**src/rtl/ta_ldd_seq.sv**
```systemverilog
// Wavelength-scan sequencer: plays a small table of (wdis, plus) entries as com_open pulses.
// Optional TA_LDD_SEQ_SKIP_ZERO_EN: zero-dwell entries are skipped without an open.
module ta_ldd_seq #(
   parameter int unsigned TOP0_0 = 3,
   parameter int unsigned LDD0_0 = 32,
   parameter int unsigned ADDR_W = 3
) (
   input  logic              clk200,
   input  logic              rst,
   input  logic              cfg_we,
   input  logic [ADDR_W-1:0] cfg_addr,
   input  logic [TOP0_0-1:0] cfg_wdis,
   input  logic [LDD0_0-1:0] cfg_plus,
   input  logic [ADDR_W:0]   cfg_len,
   input  logic [15:0]       cfg_gap,
   input  logic [15:0]       cfg_loops,
   input  logic              start,
   input  logic              stop,
   output logic [TOP0_0-1:0] com_wdis,
   output logic [LDD0_0-1:0] com_plus,
   output logic              com_open,
   output logic              com_close,
   output logic              busy,
   output logic              done,
   output logic [ADDR_W-1:0] entry_idx
);
   localparam int unsigned DEPTH = 1 << ADDR_W;
   localparam int unsigned LW    = ADDR_W + 1;

   typedef enum logic [1:0] {S_IDLE, S_FETCH, S_DWELL, S_GAP} state_t;

   state_t            state_q, state_d;
   logic [TOP0_0-1:0] tbl_wdis [DEPTH];
   logic [LDD0_0-1:0] tbl_plus [DEPTH];
   logic [ADDR_W-1:0] idx_q, idx_d;
   logic [LW-1:0]     len_q, len_d;
   logic [15:0]       gap_q, gap_d, loops_q, loops_d, loop_q, loop_d;
   logic [LDD0_0-1:0] dcnt_q, dcnt_d;
   logic [15:0]       gcnt_q, gcnt_d;
   logic [TOP0_0-1:0] wdis_d;
   logic [LDD0_0-1:0] plus_d;
   logic [ADDR_W-1:0] eidx_d;
   logic              open_d, close_d, done_d, busy_d;
   logic              adv, last_c, fin_c, skip_c;
   logic [15:0]       loop_inc_c;

   always_comb begin
      last_c     = (LW'(idx_q) + LW'(1)) >= len_q;
      loop_inc_c = loop_q + 16'd1;
      fin_c      = last_c && (loops_q != 16'd0) && (loop_inc_c == loops_q);
`ifdef TA_LDD_SEQ_SKIP_ZERO_EN
      skip_c     = (tbl_plus[idx_q] == '0);
`else
      skip_c     = 1'b0;
`endif
   end

   // Next-state and registered-output values
   always_comb begin
      state_d = state_q;
      idx_d   = idx_q;
      len_d   = len_q;
      gap_d   = gap_q;
      loops_d = loops_q;
      loop_d  = loop_q;
      dcnt_d  = dcnt_q;
      gcnt_d  = gcnt_q;
      wdis_d  = com_wdis;
      plus_d  = com_plus;
      eidx_d  = entry_idx;
      open_d  = 1'b0;
      close_d = 1'b0;
      done_d  = 1'b0;
      adv     = 1'b0;

      case (state_q)
         S_IDLE: begin
            if (start && !stop && (cfg_len != '0)) begin
               len_d   = (cfg_len > LW'(DEPTH)) ? LW'(DEPTH) : cfg_len;
               gap_d   = cfg_gap;
               loops_d = cfg_loops;
               idx_d   = '0;
               loop_d  = 16'd0;
               state_d = S_FETCH;
            end
         end
         S_FETCH: begin
            if (skip_c) begin
               adv = 1'b1;
            end else begin
               open_d  = 1'b1;
               wdis_d  = tbl_wdis[idx_q];
               plus_d  = tbl_plus[idx_q];
               eidx_d  = idx_q;
               dcnt_d  = tbl_plus[idx_q];
               state_d = S_DWELL;
            end
         end
         S_DWELL: begin
            // A zero count never reaches 1, so a zero-dwell entry holds here until stop
            if (dcnt_q == LDD0_0'(1)) begin
               if (gap_q == 16'd0) begin
                  adv = 1'b1;
               end else begin
                  gcnt_d  = gap_q;
                  state_d = S_GAP;
               end
            end else if (dcnt_q != '0) begin
               dcnt_d = dcnt_q - LDD0_0'(1);
            end
         end
         S_GAP: begin
            if (gcnt_q <= 16'd1) adv = 1'b1;
            else                 gcnt_d = gcnt_q - 16'd1;
         end
         default: state_d = S_IDLE;
      endcase

      if (adv) begin
         if (!last_c) begin
            idx_d   = ADDR_W'(idx_q + ADDR_W'(1));
            state_d = S_FETCH;
         end else begin
            idx_d  = '0;
            loop_d = loop_inc_c;
            if (fin_c) begin
               done_d  = 1'b1;
               wdis_d  = '0;
               plus_d  = '0;
               state_d = S_IDLE;
            end else begin
               state_d = S_FETCH;
            end
         end
      end

      // Abort wins over any open or completion in the same cycle
      if (stop && (state_q != S_IDLE)) begin
         open_d  = 1'b0;
         done_d  = 1'b0;
         close_d = 1'b1;
         wdis_d  = '0;
         plus_d  = '0;
         state_d = S_IDLE;
      end

      busy_d = (state_d != S_IDLE);
   end

   always_ff @(posedge clk200) begin
      if (rst) begin
         state_q   <= S_IDLE;
         idx_q     <= '0;
         len_q     <= '0;
         gap_q     <= 16'd0;
         loops_q   <= 16'd0;
         loop_q    <= 16'd0;
         dcnt_q    <= '0;
         gcnt_q    <= 16'd0;
         com_wdis  <= '0;
         com_plus  <= '0;
         com_open  <= 1'b0;
         com_close <= 1'b0;
         busy      <= 1'b0;
         done      <= 1'b0;
         entry_idx <= '0;
      end else begin
         state_q   <= state_d;
         idx_q     <= idx_d;
         len_q     <= len_d;
         gap_q     <= gap_d;
         loops_q   <= loops_d;
         loop_q    <= loop_d;
         dcnt_q    <= dcnt_d;
         gcnt_q    <= gcnt_d;
         com_wdis  <= wdis_d;
         com_plus  <= plus_d;
         com_open  <= open_d;
         com_close <= close_d;
         busy      <= busy_d;
         done      <= done_d;
         entry_idx <= eidx_d;
      end
   end

   // Entry table; writes accepted only while idle
   always_ff @(posedge clk200) begin
      if (rst) begin
         for (int i = 0; i < int'(DEPTH); i++) begin
            tbl_wdis[i] <= '0;
            tbl_plus[i] <= '0;
         end
      end else if (cfg_we && (state_q == S_IDLE)) begin
         tbl_wdis[cfg_addr] <= cfg_wdis;
         tbl_plus[cfg_addr] <= cfg_plus;
      end
   end
endmodule

```
**config.mk**
```make
export PLATFORM = sky130hd
export DESIGN_NAME = ta_ldd_seq
export DESIGN_NICKNAME = d
export VERILOG_FILES = /design/src/rtl/ta_ldd_seq.sv
export SDC_FILE = /design/constraint.sdc
export NUM_CORES = 1
export LEC_CHECK = 0
export ABC_AREA = 1
export BUFFER_PORTS_ARGS = -buffer_cell sky130_fd_sc_hd__buf_2
export CORE_ASPECT_RATIO = 0.7
export CORE_MARGIN = 4
export CORE_UTILIZATION = 55
export DETAILED_ROUTE_END_ITERATION = 8
export GPL_TIMING_DRIVEN = 0
export PLACE_DENSITY = 0.8
export SLEW_MARGIN = 20
export SYNTH_ARGS = -nofsm -noshare
export SYNTH_HDL_FRONTEND = slang
export SYNTH_SLANG_ARGS = --single-unit
export TNS_END_PERCENT = 1
```
**constraint.sdc**
```tcl
create_clock -name clk200 -period 2.5 [get_ports clk200]
set_input_delay 0.5 -clock clk200 [delete_from_list [all_inputs] [get_ports clk200]]
set_output_delay 0.5 -clock clk200 [all_outputs]
set_load 0.01 [all_outputs]
```
Word-level counts from Yosys, hierarchy flattened
Memory sizes are Yosys's and may differ from the RTL's. A register that Yosys moved wholly into a read port is not among the register bits.
Index checks and enable logic that the tools add are counted.
Operators by class
  add/sub/neg operators: 5
  order comparisons: 3
  equal/unequal tests: 10
  multiplexer cells: 54
  bitwise gates (word level): 2
  reduce and logical (&&, ||, !) cells: 26
Operators by type and width (count)
  32-bit 2-to-1 mux: 7
  16-bit 2-to-1 mux: 7
  32-bit case mux with 2 select lines: 1
  3-bit 2-to-1 mux: 15
  32-bit by 1-bit equality test with 1-bit output (second input constant): 1
  16-bit case mux with 2 select lines: 1
  32-bit nonzero test: 1
  32-bit OR reduction: 1
  32-bit by 1-bit subtractor with 32-bit output (second input constant): 1
  16-bit by 1-bit adder with 16-bit output (second input constant): 1
  16-bit equality test: 1
  16-bit by 1-bit <= comparator with 1-bit output (second input constant): 1
  16-bit logical NOT: 1
  16-bit nonzero test: 1
  16-bit by 1-bit subtractor with 16-bit output (second input constant): 1
  1-bit 2-to-1 mux: 15
  2-bit nonzero test: 6
  2-bit 2-to-1 mux: 5
  2-bit != test (second input constant): 5
  1-bit logical AND: 6
  2-bit case mux with 3 select lines: 1
  3-bit by 1-bit adder with 4-bit output (second input constant): 1
  2-bit equality test (second input constant): 2
  4-bit greater-or-equal comparator: 1
  15 further kinds: 17
Storage, ports and cells
  register bits after elaboration: 147
  RAM bits: 280
  input port bits: 79
  memories kept: 2
Memory list
  tbl_plus: depth 8, width 32, rd ports 1, clocked after memory_dff 1, write ports 8, RTL line 34  | logic [LDD0_0-1:0] tbl_plus [DEPTH];
  tbl_wdis: depth 8, width 3, rd ports 1, clocked after memory_dff 1, write ports 8, RTL line 33  | logic [TOP0_0-1:0] tbl_wdis [DEPTH];

Longest topological paths before layout
  depth after elaboration: 9
  mapped depth: 15

Worst setup path before layout
OpenSTA, ideal clock, no wires.
  path kind: register to register
  start point: register state_q[0]
  end point: memory tbl_plus[0][0] (enable)
  data arrival time: 2.082 ns
  data required time: 2.107 ns
  slack: 0.025 ns
  stages on the path, launching flop included: 8
  period minus slack after synthesis: 2.475 ns
  cells stage by stage: dfxtp_1 -> inv_1 -> ha_1 -> nand3_1 -> nor2_1 -> nand2_1 -> clkbuf_1 -> nand2_1
RTL lines
  start, declared: RTL line 32  | state_t state_q, state_d;
  start signal, assigned: RTL line 168  | state_q <= state_d;
  end, declared: RTL line 34

==> results.sh <==
export IMPL_path_delay_family="compound AO/OA/AOI/OAI gates"
export IMPL_ys_ff_latch=430
export IMPL_track_usage_pct=32.4
export IMPL_hold_depth=3
export IMPL_synth_seq_area_share_pct=57.1
export IMPL_clock_path_buffers=3
export IMPL_status="finished with violations"
export IMPL_r2r_setup_slack_ns=-0.11
export IMPL_first_pass_iters=5
export IMPL_drt_total_wl_um=66700
export IMPL_post_cts_buffers=0
export IMPL_worst_r2r_path_depth=8
export IMPL_crit_buf_inv=2
export IMPL_peakVddDrop_mv=0.618
export IMPL_crit_chain="buf_2, clkbuf_1, o21ai_0, o211ai_1, o21ai_0, nor2_1, nor3_1, a211oi_1"
export IMPL_cts_tree="built"
export IMPL_synthArstFlopShare_pct=0
export IMPL_multiInputGateArea_um2=7600
export IMPL_setup_viol=34
export IMPL_syn_to_final_growth_pct=14.8
export IMPL_syn_inst=2358
export IMPL_critical_path_class="register to register"
export IMPL_worst_hold_path_endpoint="gap_q[4]$_SDFFE_PP0P_"
export IMPL_pin_count=121
export IMPL_drt_iter0_drc=3221
export IMPL_fin_util_pct=63.9
export IMPL_nFillCells=2966
export IMPL_critPathRequiredTime_ns=2.97
export IMPL_die_y_um=168
export IMPL_rows=58
export IMPL_drive_above_1_share_pct=11.1
export IMPL_worst_ep_arrival_time_ns=3.08
export IMPL_grt_max_degree=26
export IMPL_yosysWarnings=0
export IMPL_wire_per_inst_um=21.9
export IMPL_avgSynthCellArea_um2=8.48
export IMPL_end_kind="register"
export IMPL_cpMostUsedCell="o21ai_0"
export IMPL_regArea_um2=11400
export IMPL_viasPerCell=6.06
export IMPL_yosys_area_top_type_share_pct=42.0
export IMPL_violations="negative setup slack"
export IMPL_place_ws_ns=-0.722
export IMPL_synth_area_leader_cell="edfxtp_1"
export IMPL_drv_cap=0
export IMPL_worst_skew_pair_late_latency_ns=0.57
export IMPL_synth_area_um2=20000
export IMPL_min_path_type="primary input to register"
export IMPL_gr_max_usage_layer="met1"
export IMPL_hold_start="cfg_gap[4]"
export IMPL_fin_ws_ns=-0.115
export IMPL_vias=18400
export IMPL_startpoint_type="register"
export IMPL_critPathMaxFanout=10
export IMPL_grt_pass1_wl_um=99400
export IMPL_start_util_pct=55.7
export IMPL_clock_fmax_mhz=382
export IMPL_timing_rr_end="dcnt_q[1]$_SDFFE_PP0P_"
export IMPL_antenna_found_initial=0
export IMPL_use_met3_pct=8.99
export IMPL_cts_buffers=42
export IMPL_met1_usage_pct=47.6
export IMPL_final_cell_mix="641 x nor2_1, 337 x nand2_1, 280 x edfxtp_1"
export IMPL_ys_top_cells_by_area="edfxtp_1 42%, dfxtp_1 15%, nor2_1 12%, nand2_1 6.6%, o21ai_0 6.6%"
export IMPL_rsz0062_at_grt="yes"
export IMPL_min_period_ns=2.61
export IMPL_max_stage_delay_ns=0.60
export IMPL_grtUsageMet2_pct=46.2
export IMPL_dp_hpwl_um=46400
export IMPL_p_per_area_nw_per_um2=802
export IMPL_path_clk_slew_ns=0.07
export IMPL_max_slew_worst_pin_slew_ns=0.950
export IMPL_leakage_uw=0.00956
export IMPL_synth_nets=2452
export IMPL_grt_pass1_vias=16800
export IMPL_dp_cells=2966
export IMPL_synth_cell_types=41
export IMPL_instances_no_fill=3043
export IMPL_drv_slew=0
export IMPL_skew_ns=0.0214
export IMPL_synth_enable_flop_cells=280
export IMPL_hold_violations=0
export IMPL_ys_flop_type="edfxtp_1"
export IMPL_grt_ovfl_total=0
export IMPL_design_core_area_um2=35900
export IMPL_die_area_um2=39500
export IMPL_h_tree_depth=2
export IMPL_port_buffers=120
export IMPL_antenna_cells=0
export IMPL_drtAntennaViolNets=0
export IMPL_slew_headroom_pct=36.7
export IMPL_final_common_cell="nor2_1"
export IMPL_num_nets_final=2624
export IMPL_cts_root_buf="clkbuf_16"
export IMPL_die_w_um=236
export IMPL_drc_errors=0
export IMPL_min_period_over_period_pct=105
export IMPL_clock_sinks=430
export IMPL_slowest_stage="clkbuf_1"
export IMPL_place_gp_congestion=0.956
-- layer usage --
layer	vias to the layer above	part of all wire (%)
li1	8221	-
met5	-	0
met3	221	15
met1	8591	39
met4	0	4.4
met2	1404	41
-- where the power goes --
part	switching, uW	internal, uW	total, uW
Sequential	329	8050	8380
Combinational	2600	1110	3700
Clock	2850	3480	6330
Total	5770	12600	18400
-- tightest hold or removal path, stage by stage --
cell and delay [ns]:
buf_2 0.08, nor2_1 0.03, nor2_1 0.08
-- synth_stat cells (4+ instances only) --
library cell / count
mux2i_1: 4
nand4_1: 16
nand3b_1: 8
o221ai_1: 4
o22ai_1: 64
nand3_1: 62
a31oi_1: 9
buf_1: 10
nor2_1: 643
nor3_1: 27
o21a_1: 5
buf_6: 4
buf_2: 13
o211ai_1: 8
clkbuf_1: 101
edfxtp_1: 280
a211oi_1: 6
dfxtp_1: 150
o21ai_0: 263
ha_1: 15
o21ai_1: 4
a21oi_1: 97
xnor2_1: 6
nor2_2: 11
inv_1: 161
nand2_1: 353
xor2_1: 12
-- flip-flops by register name, summed over array words and instances (netlist names), named ones only --
signal / flops
idx_q: 3
gcnt_q: 16
done: 1
com_open: 1
loop_q: 16
com_plus: 32
com_close: 1
len_q: 4
loops_q: 16
com_wdis: 3
entry_idx: 3
dcnt_q: 32
state_q: 2
gap_q: 16
tbl_wdis: 24
tbl_plus: 256
busy: 1
-- per-stage QoR --
stage / power (uW) / instance area (um^2) / hold slack [ns] / setup TNS (ns)
5_1_grt: 19000 / 23000 / 0.176 / -3.16
2_1_floorplan: 10800 / 20000 / 0.444 / 0
6_report: 18400 / 23000 / 0.163 / -0.653
4_1_cts: 18200 / 22900 / 0.160 / -0.0401
3_3_place_gp: 11900 / 21200 / 0.458 / -406.29
3_5_place_dp: 12000 / 21400 / 0.467 / -163.57
-- timing repair --
item,in CTS,in global routing
hold buffers,0,0
setup endpoints to repair,314,242
gates resized for setup,48,45
-- worst max path at each step --
stage                               start                             to  depth (start not counted)
floorplan           state_q[0]$_SDFF_PP0_   tbl_plus[0][0]$_SDFFCE_PN0P_                          7
global placement    state_q[0]$_SDFF_PP0_  tbl_plus[2][19]$_SDFFCE_PN0P_                          7
CTS                              register        dcnt_q[15]$_SDFFE_PP0P_                          9
detailed placement  state_q[0]$_SDFF_PP0_  tbl_plus[2][21]$_SDFFCE_PN0P_                          8
finish                           register         dcnt_q[1]$_SDFFE_PP0P_                          8
global route                     register         dcnt_q[1]$_SDFFE_PP0P_                          8
-- layout make-up --
| type | instances | area share (%) |
|---|---|---|
| Buffer | 130 | 2.59 |
| Clock buffer | 47 | 4.75 |
| Clock inverter | 30 | 1.11 |
| Inverter | 164 | 2.69 |
| Multi-Input combinational cell | 1634 | 33.1 |
| Sequential cell | 430 | 49.7 |
| Tap cell | 480 | 2.62 |
| Timing Repair Buffer | 128 | 3.41 |
-- logic make-up (layout without fill, tap and decap cells) --
group,Yosys count,after routing,synth area share (%)
AO/OA/AOI/OAI,465,465,12.5
XOR/XNOR,20,20,1.01
adder cells (fa/ha/maj),15,15,0.939
buffers and inverters,294,499,5.79
flip-flops,430,430,57.1
multiplexers,4,4,0.200
AND/OR/NAND/NOR,1130,1130,22.5
Power figures use the tool's default switching activity.
